==> config.mk <==
export PLATFORM = sky130hd
export DESIGN_NAME = adder_hold_unit
export DESIGN_NICKNAME = d
export VERILOG_FILES = /design/src/rtl/adder_hold_pkg.sv /design/src/rtl/bcd_nibble_adjust.sv /design/src/rtl/adder_hold_unit.sv
export SDC_FILE = /design/constraint.sdc
export NUM_CORES = 1
export LEC_CHECK = 0
export ABC_AREA = 1
export BUFFER_PORTS_ARGS = -buffer_cell sky130_fd_sc_hd__buf_2
export CAP_MARGIN = 10
export CORE_MARGIN = 1.5
export CORE_UTILIZATION = 47
export DETAILED_ROUTE_END_ITERATION = 10
export MAX_ROUTING_LAYER = met4
export PLACE_DENSITY = 0.83
export REMOVE_ABC_BUFFERS = 1
export SLEW_MARGIN = 20
export SYNTH_ARGS = -nofsm -noshare
export SYNTH_HDL_FRONTEND = slang
export SYNTH_HIERARCHICAL = 1
export SYNTH_SLANG_ARGS = --single-unit
==> constraint.sdc <==
create_clock -name clk_2 -period 1.64 [get_ports clk_2]
set_input_delay 0.246 -clock clk_2 [delete_from_list [all_inputs] [get_ports clk_2]]
set_output_delay 0.246 -clock clk_2 [all_outputs]
set_load 0.05 [all_outputs]
==> src/rtl/adder_hold_pkg.sv <==
// Shared types and constants for the adder hold register and its BCD correction.
package adder_hold_pkg;

  typedef enum logic [1:0] {IDLE, ADJ, HOLD} state_e;
  typedef enum logic [1:0] {BIN, ADD, SUB} mode_e;

  localparam logic [3:0] BCD_ADJ     = 4'h6;
  localparam logic [3:0] BCD_SUB_ADJ = 4'hA;

  // Decimal add wins when both adjust requests are asserted.
  function automatic mode_e decode_mode(input logic daa_n, input logic dsa_n,
                                        input logic dec_en);
    mode_e m;
    m = BIN;
    if (dec_en) begin
      if (!daa_n)      m = ADD;
      else if (!dsa_n) m = SUB;
    end
    return m;
  endfunction

endpackage

==> src/rtl/bcd_nibble_adjust.sv <==
// Single-nibble decimal correction: +6 or -6 (mod 16), no carry out.
module bcd_nibble_adjust
  import adder_hold_pkg::*;
(
  input  logic [3:0] nibble,
  input  logic       enable,
  input  logic       subtract,
  output logic [3:0] adjusted
);

  logic [3:0] delta;

  assign delta    = subtract ? BCD_SUB_ADJ : BCD_ADJ;
  assign adjusted = enable ? (nibble + delta) : nibble;

endmodule

==> src/rtl/adder_hold_unit.sv <==
// Adder hold register: captures the inverted ALU result and status, applies
// BCD correction in decimal mode, and presents result/flags under valid/ack.
//
//   state | meaning
//   IDLE  | nothing held, waiting for a capture
//   ADJ   | one-cycle decimal correction of the captured value
//   HOLD  | add and flags valid until ack
module adder_hold_unit
  import adder_hold_pkg::*;
#(
  parameter bit         DECIMAL_EN  = 1'b1,
  parameter logic [7:0] RESET_VALUE = 8'h00
) (
  input  logic       clk_2,
  input  logic       res_n,
  input  logic       capture,
  input  logic [7:0] result_n,
  input  logic       alu_cout_n,
  input  logic       half_carry,
  input  logic       overflow_n,
  input  logic       daa_n,
  input  logic       dsa_n,
  input  logic       ack,
  output logic [7:0] add,
  output logic       c_out,
  output logic       v_out,
  output logic       n_out,
  output logic       z_out,
  output logic       valid,
  output logic       busy,
  output logic       overrun
);

  state_e     state, state_nxt;
  mode_e      mode_q, mode_in;
  logic [7:0] raw_q, raw_in, add_q;
  logic       c_q, v_q, n_q, z_q, hc_q, overrun_q;
  logic       accept, drop;
  logic       en_lo, en_hi, sub_sel;
  logic [3:0] adj_lo, adj_hi;

  assign raw_in  = ~result_n;
  assign mode_in = decode_mode(daa_n, dsa_n, DECIMAL_EN);

  always_comb begin
    accept = 1'b0;
    drop   = 1'b0;
    case (state)
      IDLE:    accept = capture;
      ADJ:     drop   = capture;
      HOLD: begin
        accept = capture & ack;
        drop   = capture & ~ack;
      end
      default: accept = 1'b0;
    endcase
  end

  always_ff @(posedge clk_2 or negedge res_n) begin
    if (!res_n) state <= IDLE;
    else        state <= state_nxt;
  end

  always_comb begin
    state_nxt = state;
    case (state)
      IDLE: begin
        if (accept) state_nxt = (mode_in == BIN) ? HOLD : ADJ;
      end
      ADJ:  state_nxt = HOLD;
      HOLD: begin
        if (accept)   state_nxt = (mode_in == BIN) ? HOLD : ADJ;
        else if (ack) state_nxt = IDLE;
      end
      default: state_nxt = IDLE;
    endcase
  end

  // Correction direction: add adjusts on carry, subtract adjusts on borrow.
  assign sub_sel = (mode_q == SUB);
  assign en_lo   = ((mode_q == ADD) & hc_q) | ((mode_q == SUB) & ~hc_q);
  assign en_hi   = ((mode_q == ADD) & c_q)  | ((mode_q == SUB) & ~c_q);

  bcd_nibble_adjust u_adj_lo (
    .nibble   (raw_q[3:0]),
    .enable   (en_lo),
    .subtract (sub_sel),
    .adjusted (adj_lo)
  );

  bcd_nibble_adjust u_adj_hi (
    .nibble   (raw_q[7:4]),
    .enable   (en_hi),
    .subtract (sub_sel),
    .adjusted (adj_hi)
  );

  // N and Z come from the binary value, matching the original NMOS part.
  always_ff @(posedge clk_2 or negedge res_n) begin
    if (!res_n) begin
      raw_q     <= 8'h00;
      add_q     <= RESET_VALUE;
      c_q       <= 1'b0;
      v_q       <= 1'b0;
      n_q       <= 1'b0;
      z_q       <= 1'b0;
      hc_q      <= 1'b0;
      mode_q    <= BIN;
      overrun_q <= 1'b0;
    end else begin
      if (accept) begin
        raw_q  <= raw_in;
        add_q  <= raw_in;
        c_q    <= ~alu_cout_n;
        v_q    <= ~overflow_n;
        hc_q   <= half_carry;
        n_q    <= raw_in[7];
        z_q    <= (raw_in == 8'h00);
        mode_q <= mode_in;
      end else if (state == ADJ) begin
        add_q <= {adj_hi, adj_lo};
      end
      if (drop) overrun_q <= 1'b1;
    end
  end

  assign add     = add_q;
  assign c_out   = c_q;
  assign v_out   = v_q;
  assign n_out   = n_q;
  assign z_out   = z_q;
  assign valid   = (state == HOLD);
  assign busy    = (state == ADJ) | ((state == HOLD) & ~ack);
  assign overrun = overrun_q;

endmodule

==> results of run 1 <==
[worst register-to-register path: stages (launching register included)]
cell	delay [ns]
dfrtp_1	0.40
nor2_1	0.10
buf_4	0.14
inv_2	0.05
fa_2	0.52
nand2_1	0.06
o21ai_0	0.08
nand4_1	0.09
nand3_1	0.09
[final timing paths]
path | from | to | cells after the start
min in group asynchronous | res_n | state[0]$_DFFE_PN0P_ | 2
worst max-delay path | state[0]$_DFFE_PN0P_ | busy | 5
worst min register to register | overrun$_DFFE_PN0P_ | overrun$_DFFE_PN0P_ | 1
worst min-delay path | alu_cout_n | c_out$_DFFE_PN0N_ | 2
max in group asynchronous | res_n | state[1]$_DFFE_PN0P_ | 2
worst max register to register | mode_q[0]$_DFFE_PN0N_ | add[6]$_DFFE_PN0P_ | 8
[routing by layer]
layer,track usage (%),routed length (µm)
met5,-,0
met4,4.65,18
met3,2.04,127
met2,32.5,1510
met1,25.7,1330
[Yosys cell counts (all sizes together)]
library cell | instances | share of area, %
a31o | 1 | 0.64
dfrtp | 25 | 45
o21a | 1 | 0.55
fa | 2 | 2.9
a21oi | 2 | 0.73
inv | 26 | 7.1
nor3 | 2 | 0.73
nand2 | 66 | 19
nor2 | 4 | 1.3
xor2 | 2 | 1.3
ha | 4 | 3.6
buf | 6 | 3.2
nand3 | 14 | 6.0
nand4 | 10 | 4.5
o22ai | 1 | 0.46
o21ai | 7 | 2.5
[registers in the layout, indices dropped and copies added, names as in the netlist]
name,count
c_out,1
v_out,1
mode_q,2
add,8
z_out,1
overrun,1
state,2
hc_q,1
raw_q,8
[through the flow]
stage / utilization (%) / instances / setup slack, ns / setup TNS [ns] / instance area [µm²]
4_1_cts: 60.1 / 243 / 0.00427 / 0 / 1660
2_1_floorplan: - / 167 / -0.166 / -1.51 / 1330
3_5_place_dp: 57.2 / 236 / -0.0397 / -0.0576 / 1580
3_3_place_gp: 57.2 / 236 / 0.0190 / 0 / 1580
5_1_grt: 61.5 / 246 / -0.00754 / -0.0138 / 1700
6_report: 61.5 / 246 / 0.0516 / 0 / 1700
[kinds of logic (layout without fill, tap and decap cells)]
logic type,after synthesis,after routing,share of synthesized area [%]
compound gates,12,12,4.91
xor+xnor,2,2,1.27
buf+inv,32,74,10.3
flops,25,25,45.5
fa+ha+maj,6,6,6.55
simple gates,96,96,31.5
[timing repair]
item,CTS,global route
buffers inserted,2,3
endpoints found under the setup margin,4,6
hold buffers,1,0
gates resized for setup,9,9
hold endpoints to repair,25,0
pin swaps,1,4
[final cells by class]
class                   instances  area [µm²]
clock buffers                   3        22.5
clock inverters                 1        5.00
fillers                       246        1060
inverters                      26        97.6
multi-input cells             116         643
flip-flops and latches         25         627
well taps                      31        38.8
repair buffers                 44         262
[power groups by stage]
stage / Clock [µW] / Sequential, µW / Combinational, µW
floorplan: 0 / 1560 / 1060
global placement: 0 / 1090 / 2010
detailed placement: 0 / 1100 / 2050
CTS: 285 / 1100 / 2140
global route: 310 / 1130 / 2460
finish: 277 / 1100 / 2240
==> results_dict.tcl, run 1 <==
set metrics [dict create \
    synth_area_um2 1380 \
    cp_slowest_stage_delay_ns 0.44 \
    clock_latency_ns 0.32 \
    drtIter0Drc 42 \
    avgSynthCellArea_um2 7.95 \
    htreeDepth 1 \
    critPathArrivalTime_ns 1.34 \
    clock.fmax_ghz 0.630 \
    worstPathMaxFanout 3 \
    syn_inst 173 \
    powerDensity_nw_per_um2 2140 \
    initial_utilization_pct 49.9 \
    die_y_um 57.1 \
    cts_buffer_depth 2 \
    hold_viol_final 0 \
    slowest_stage "dfrtp_1" \
    ys_types 24 \
    critPathCaptureType "primary output" \
    p_total_uw 3620 \
    io_pins 32 \
    post_drt_wl_per_cell_um 12.1 \
    areaGrowthSynthToFinish_pct 23.3 \
    drcViolationCount 0 \
    grt_pass1_vias 1179 \
    fp.dieArea_um2 3260 \
    seq_power_share_pct 30.5 \
    layout-drive-gt1-share_pct 32.1 \
    r2r_slack_ns 0.08 \
    critPathKind "register to primary output" \
    grt_max_degree 26 \
    status "complete, no violations" \
    ys_warn_count 6 \
    clockRootBuffer "clkbuf_4" \
    firstDrtPassIters 4 \
    ir_drop_v 0.00150 \
    finalSetupViolCount 0 \
    ys_ff_latch 25 \
    grt_pass1_wl_um 4890 \
    mostFrequentLayoutCells "nand2_1, buf_2, dfrtp_1, inv_1, nand3_1" \
    slew_headroom_pct 62.3 \
    path_buf_inv 2 \
    swShare_pct 52.0 \
    layout_commonest_cell "nand2_1" \
    period_share_pct 96.9 \
    worstPathCellList "inv_2 -> ha_4 -> nand2_1 -> nand2_2 -> buf_6" \
    combPwrFrac_pct 61.9 \
    overflow 0 \
    finalClockSkew_ns 0.0106 \
    min_period_ns 1.59 \
    ant_nets 0 \
    drt_wl_total_um 2990 \
    hp-class "input port to register" \
    power.switching_uw 1880 \
    cap_violations 0 \
    antenna_cells 0 \
    whs_ns 0.0857 \
    nets 239 \
    drv_slew 0 \
    dp_hpwl_um 2100 \
    vias 1245 \
    path_clk_slew_ns 0.14 \
    coreArea_um2 2760 \
    internal_power_uw 1740 \
    rows 19 \
    antenna_found_initial 0 \
    cts_tree "built" \
    worstPathRequired_ns 1.39 \
    path_delay_family "flip-flops" \
    seq_area_frac_synth_pct 45.5 \
    track_usage_pct 19.5 \
    io_buffers 31 \
    cts_buffers 3 \
    via_per_inst 5.06 \
    cp-start-kind "register" \
    worst_slew_pin_slew_ns 0.565 \
    p_clk_share_pct 7.7 \
    p_leak_uw 0.000945 \
    fp.dieW_um 57.1 \
    cts_sinks 25 \
    globalplace.congestion 0.763 \
]
Power figures use the tool's default switching activity.
==> inputs of run 2 (changes only) <==
--- a/config.mk
+++ b/config.mk
@@ -17,5 +17,4 @@
 export SLEW_MARGIN = 20
 export SYNTH_ARGS = -nofsm -noshare
 export SYNTH_HDL_FRONTEND = slang
-export SYNTH_HIERARCHICAL = 1
 export SYNTH_SLANG_ARGS = --single-unit
==> run 2 against run 1 <==
  * Cell count fell by 1.6%
  * Sequential cell count did not move
  * Total power rose by 6.2%
  * Global-route usage rose by 0.84 points
  * Clock-buffer cell count did not move
  * Cell area rose by 1.3%
  * Worst setup slack got worse by 0.051 ns
==> results_dict.tcl, run 2 <==
set metrics [dict create \
    coreArea_um2 2730 \
    htreeDepth 1 \
    status "complete, no violations" \
    p_leak_uw 0.000917 \
    clock_latency_ns 0.33 \
    critPathArrivalTime_ns 1.39 \
    track_usage_pct 20.3 \
    whs_path_depth 2 \
    min_period_ns 1.64 \
    die_y_um 56.6 \
    rsz0062_at_grt "true" \
    hp-class "input port to register" \
    firstDrtPassIters 4 \
    multi_input_area_um2 649 \
    nets 235 \
    globalplace.congestion 0.850 \
    synthTopCellsByArea "dfrtp_1, nand2_1, inv_1" \
    postLayoutSetupSlackWorst_ns 0.000599 \
    yosys.area.top_type "dfrtp_1" \
    synth_edf_count 0 \
    synth_commonest_cells "nand2_1, inv_1, dfrtp_1" \
    critPathCaptureType "primary output" \
    synth_area_um2 1350 \
    min_from "alu_cout_n" \
    synth_most_common_cell "nand2_1" \
    utilization_pct 62.8 \
    cts_buffers 3 \
    io_pins 32 \
    grt_pass1_wl_um 4890 \
    finalSetupViolCount 0 \
    hold_viol_final 0 \
    cap_violations 0 \
    seq_area_frac_synth_pct 46.4 \
    ys_types 26 \
    r2r_end "add[0]$_DFFE_PN0P_" \
    reg2reg_from "state[0]$_DFFE_PN0P_" \
    io_buffers 31 \
    dpl_cell_area_um2 1560 \
    path_clk_slew_ns 0.14 \
    antenna_cells 0 \
    ys_warn_count 0 \
    ys_ff_latch 25 \
    cts_sinks 25 \
    initial_utilization_pct 49.3 \
    worst_slew_pin_slew_ns 0.574 \
    ant_nets 0 \
    final_area_um2 1720 \
    cp-start-kind "register" \
    fillers 237 \
    grt_pass1_vias 1147 \
    antenna_found_initial 0 \
    dominantRegCellSynth "dfrtp_1" \
    post_drt_wl_per_cell_um 12.8 \
    finalClockSkew_ns 0.00639 \
    synthArstFlopShare_pct 100 \
    pre_cts_ws_ns 0.0633 \
    slew_headroom_pct 61.7 \
    regArea_um2 626 \
    mostFrequentLayoutCells "nand2_1, buf_2, dfrtp_1, inv_1, o21ai_0" \
    overflow 0 \
    clock.fmax_ghz 0.610 \
    grt_max_degree 26 \
    powerDensity_nw_per_um2 2240 \
    synth_top_area_share_pct 46.4 \
    avgSynthCellArea_um2 8.17 \
    worstPathMaxFanout 3 \
    rows 19 \
    drt_wl_total_um 3110 \
    cts_buffer_depth 2 \
    critPathKind "register to primary output" \
    layout-drive-gt1-share_pct 32.7 \
    r2r_slack_ns 0.04 \
    fp.dieW_um 56.6 \
    whs_ns 0.0805 \
    ir_drop_v 0.00147 \
    dp_hpwl_um 2170 \
    period_share_pct 100 \
    clockRootBuffer "clkbuf_4" \
    syn_inst 165 \
    cts_tree "built" \
    via_per_inst 5.01 \
    vias 1213 \
    reg2regPathDepth 9 \
    fp.dieArea_um2 3200 \
    hold_end "c_out$_DFFE_PN0N_" \
    worstPathRequired_ns 1.39 \
    drv_slew 0 \
    areaGrowthSynthToFinish_pct 27.3 \
    layout_commonest_cell "nand2_1" \
    drcViolationCount 0 \
    drtIter0Drc 25 \
]
[run 2: cell types whose count changed in the layout (fill, tap and decap cells not counted), sizes merged, moves of 2 or more]
cell / previous run / this run
inv: 26 / 28
nand4: 10 / 1
nor3: 2 / 0
or2: 0 / 3
xnor2: 0 / 2
o22ai: 1 / 3
nand2: 66 / 53
o21ai: 7 / 17
xor2: 2 / 0
[run 2: layout make-up]
cell class                      count  area share (%)
Multi-Input combinational cell    110            37.8
Sequential cell                    25            36.4
Timing Repair Buffer               44            15.5
Inverter                           28            6.27
Tap cell                           31            2.26
Clock buffer                        3            1.31
Clock inverter                      1           0.437
[run 2: critical path, cell delays in order, from the launching register on]
cell     delay (ns)
dfrtp_1        0.45
buf_4          0.16
ha_4           0.17
inv_4          0.07
nand2_2        0.06
buf_8          0.15
[run 2: what timing repair did]
| item | CTS | global route |
|---|---|---|
| cloned | 0 | 0 |
| setup endpoints to repair | 2 | 9 |
| gates resized for setup | 6 | 12 |
| hold buffers | 1 | 0 |
| hold endpoints to repair | 25 | 0 |
| setup buffers | 2 | 5 |
| pin swaps | 0 | 2 |
[run 2: power breakdown]
| part | switching, µW | internal, µW | leakage (µW) | total, µW |
|---|---|---|---|---|
| combinational | 1580 | 850 | 0.000599 | 2430 |
| clock | 203 | 93.5 | 0.0000139 | 296 |
| sequential | 211 | 904 | 0.000304 | 1110 |
| total | 2000 | 1850 | 0.000917 | 3840 |
[run 2: through the flow]
| step | TNS [ns] | total power [µW] | instances |
|---|---|---|---|
| 4_1_cts | 0 | 3640 | 237 |
| 3_5_place_dp | 0 | 3290 | 230 |
| 5_1_grt | -0.187 | 4160 | 242 |
| 2_1_floorplan | -1.87 | 2740 | 163 |
| 3_3_place_gp | 0 | 3220 | 230 |
| 6_report | 0 | 3840 | 242 |
[run 2: per-layer routing]
| layer | global-route usage [%] | up-vias | wire length [µm] |
|---|---|---|---|
| li1 | - | 613 | - |
| met4 | 5.44 | 0 | 55 |
| met1 | 24.1 | 558 | 1350 |
| met3 | 5.07 | 6 | 138 |
| met2 | 34.4 | 36 | 1560 |
| met5 | - | - | 0 |
[run 2: logic make-up (layout without fill, tap and decap cells)]
family	after synthesis	after routing	share of synthesized area (%)
xor+xnor	2	2	1.30
simple gates	76	76	25.3
fa+ha+maj	6	6	6.68
buf+inv	30	76	9.00
compound gates	26	26	11.3
flops	25	25	46.4
[run 2: how the worst max path moves through the flow]
| stage | slack, ns | endpoint | from | depth (start not counted) |
|---|---|---|---|---|
| after floorplan | -0.16 | add[2]$_DFFE_PN0P_ | state[0]$_DFFE_PN0P_ | 9 |
| after global placement | 0.13 | add[3]$_DFFE_PN0P_ | mode_q[0]$_DFFE_PN0N_ | 11 |
| after detailed placement | 0.06 | add[3]$_DFFE_PN0P_ | mode_q[0]$_DFFE_PN0N_ | 11 |
| after CTS | 0.005 | busy | state[1]$_DFFE_PN0P_ | 5 |
| after global routing | -0.06 | add[7]$_DFFE_PN0P_ | state[0]$_DFFE_PN0P_ | 11 |
| final | 0.0006 | busy | state[0]$_DFFE_PN0P_ | 5 |
==> inputs of run 3 (changes only) <==
--- a/config.mk
+++ b/config.mk
@@ -8,8 +8,10 @@
 export ABC_AREA = 1
 export BUFFER_PORTS_ARGS = -buffer_cell sky130_fd_sc_hd__buf_2
 export CAP_MARGIN = 10
+export CELL_PAD_IN_SITES_DETAIL_PLACEMENT = 1
+export CELL_PAD_IN_SITES_GLOBAL_PLACEMENT = 2
 export CORE_MARGIN = 1.5
-export CORE_UTILIZATION = 47
+export CORE_UTILIZATION = 27
 export DETAILED_ROUTE_END_ITERATION = 10
 export MAX_ROUTING_LAYER = met4
 export PLACE_DENSITY = 0.83
==> run 3 against run 2 <==
  * Via count down 1.4%
  * Sequential power hardly changed
  * Hold slack improved by 0.067 ns
==> results_dict.tcl, run 3 (synthesis gave the netlist of run 2 again) <==
set metrics [dict create \
    layout_commonest_cell "nand2_1" \
    rsz0062_at_grt "true" \
    status "complete, no violations" \
    io_buffers 31 \
    drv_slew 0 \
    antenna_found_initial 0 \
    ant_nets 0 \
    post_drt_wl_per_cell_um 12.8 \
    cts_sinks 25 \
    antenna_cells 0 \
    r2r_end "add[2]$_DFFE_PN0P_" \
    rows 25 \
    cp-startpoint "state[1]$_DFFE_PN0P_" \
    fillers 611 \
    cts_buffers 3 \
    reg2reg_from "state[1]$_DFFE_PN0P_" \
    powerDensity_nw_per_um2 2240 \
    hold_viol_final 0 \
    globalplace.congestion 0.755 \
    finalSetupViolCount 0 \
    mostFrequentLayoutCells "nand2_1, buf_2, inv_1, dfrtp_1, o21ai_0" \
    period_share_pct 97.8 \
    drtIter0Drc 17 \
    grt_pass1_wl_um 5840 \
    dp_hpwl_um 2640 \
    regArea_um2 626 \
    p_total_uw 3840 \
    layout-drive-gt1-share_pct 29.8 \
    overflow 0 \
    fp.dieArea_um2 5430 \
    finalClockSkew_ns 0.00890 \
    drcViolationCount 0 \
    reg2regPathDepth 8 \
    die_y_um 73.7 \
    path_clk_slew_ns 0.09 \
    initial_utilization_pct 28.4 \
    dp.cells 266 \
    grt_pass1_vias 1205 \
    via_per_inst 4.40 \
    fp.dieW_um 73.7 \
    min_period_ns 1.60 \
    drt_wl_total_um 3480 \
    critPathArrivalTime_ns 1.36 \
    track_usage_pct 14.7 \
    slew_headroom_pct 60.4 \
    critPathKind "register to primary output" \
    hp-class "input port to register" \
    utilization_pct 36.0 \
    worstPathMaxFanout 3 \
    io_pins 32 \
    areaGrowthSynthToFinish_pct 26.9 \
    vias 1196 \
    nets 229 \
    r2r_slack_ns 0.12 \
    worstPathRequired_ns 1.39 \
    cts_tree "built" \
    cap_violations 0 \
    worst_slew_pin_slew_ns 0.594 \
    multi_input_area_um2 627 \
    firstDrtPassIters 4 \
    cp-start-kind "register" \
    clockRootBuffer "clkbuf_8" \
    cts_buffer_depth 2 \
    clock_latency_ns 0.28 \
    coreArea_um2 4750 \
    ir_drop_v 0.000994 \
    p_leak_uw 0.000894 \
    htreeDepth 1 \
    grt_max_degree 26 \
    critPathCaptureType "primary output" \
    fin_cells 272 \
    clock.fmax_ghz 0.623 \
    critPathCapture "busy" \
]
[run 3: changes by cell type in the layout (fill, tap and decap cells not counted), moves of 2 or more]
cell	delta
ha_2	+2
buf_4	-7
clkbuf_8	+3
clkbuf_4	-3
ha_4	-2
[run 3: how the worst min path moves through the flow]
stage          startpoint                    to  slack (ns)  cells past startpoint
4_1_cts        overflow_n     v_out$_DFFE_PN0N_        0.15                      2
6_report       overflow_n     v_out$_DFFE_PN0N_        0.15                      2
3_3_place_gp        res_n  state[1]$_DFFE_PN0P_        0.29                      1
2_1_floorplan       res_n    add[0]$_DFFE_PN0P_       -0.05                      0
5_1_grt        alu_cout_n     c_out$_DFFE_PN0N_        0.16                      2
3_5_place_dp        res_n  state[1]$_DFFE_PN0P_        0.29                      1
[run 3: repair_timing]
action	4_1_cts	5_1_grt
hold endpoints to repair	25	0
buffers inserted	0	1
hold buffers	1	0
endpoints found under the setup margin	1	10
cloned	0	0
resized for setup	3	11
[run 3: per-layer routing]
metal | wire [µm] | up-vias | global-route usage, %
li1 | - | 598 | -
met1 | 1730 | 575 | 20.1
met2 | 1610 | 18 | 21.9
met3 | 85 | 5 | 2.47
met4 | 53 | 0 | 4.94
met5 | 0 | - | -
[run 3: cell type report]
cell class,instances,share of cell area (%)
timing repair buffer,38,13.1
tap,67,4.90
clock inverter,1,0.292
clock buffer,3,2.41
inverter,28,6.14
sequential,25,36.5
multi-input combinational,110,36.6
[run 3: critical path: stages (launching register included)]
cell and delay (ns):
dfrtp_1 0.41, inv_1 0.11, ha_2 0.22, inv_1 0.09
nand2_2 0.10, buf_8 0.15
[run 3: power by group]
group | internal, µW | total (µW) | switching [µW]
Sequential | 907 | 1110 | 208
Clock | 171 | 388 | 217
Combinational | 762 | 2340 | 1570
[run 3: metrics by stage]
stage	hold slack, ns	area [µm²]	setup TNS (ns)	setup WS [ns]
floorplan	-0.0496	1330	-1.87	-0.160
global placement	0.292	1610	0	0.0762
global route	0.156	1710	-0.113	-0.0285
detailed placement	0.290	1610	0	0.0218
finish	0.148	1710	0	0.0359
CTS	0.150	1670	0	0.00503
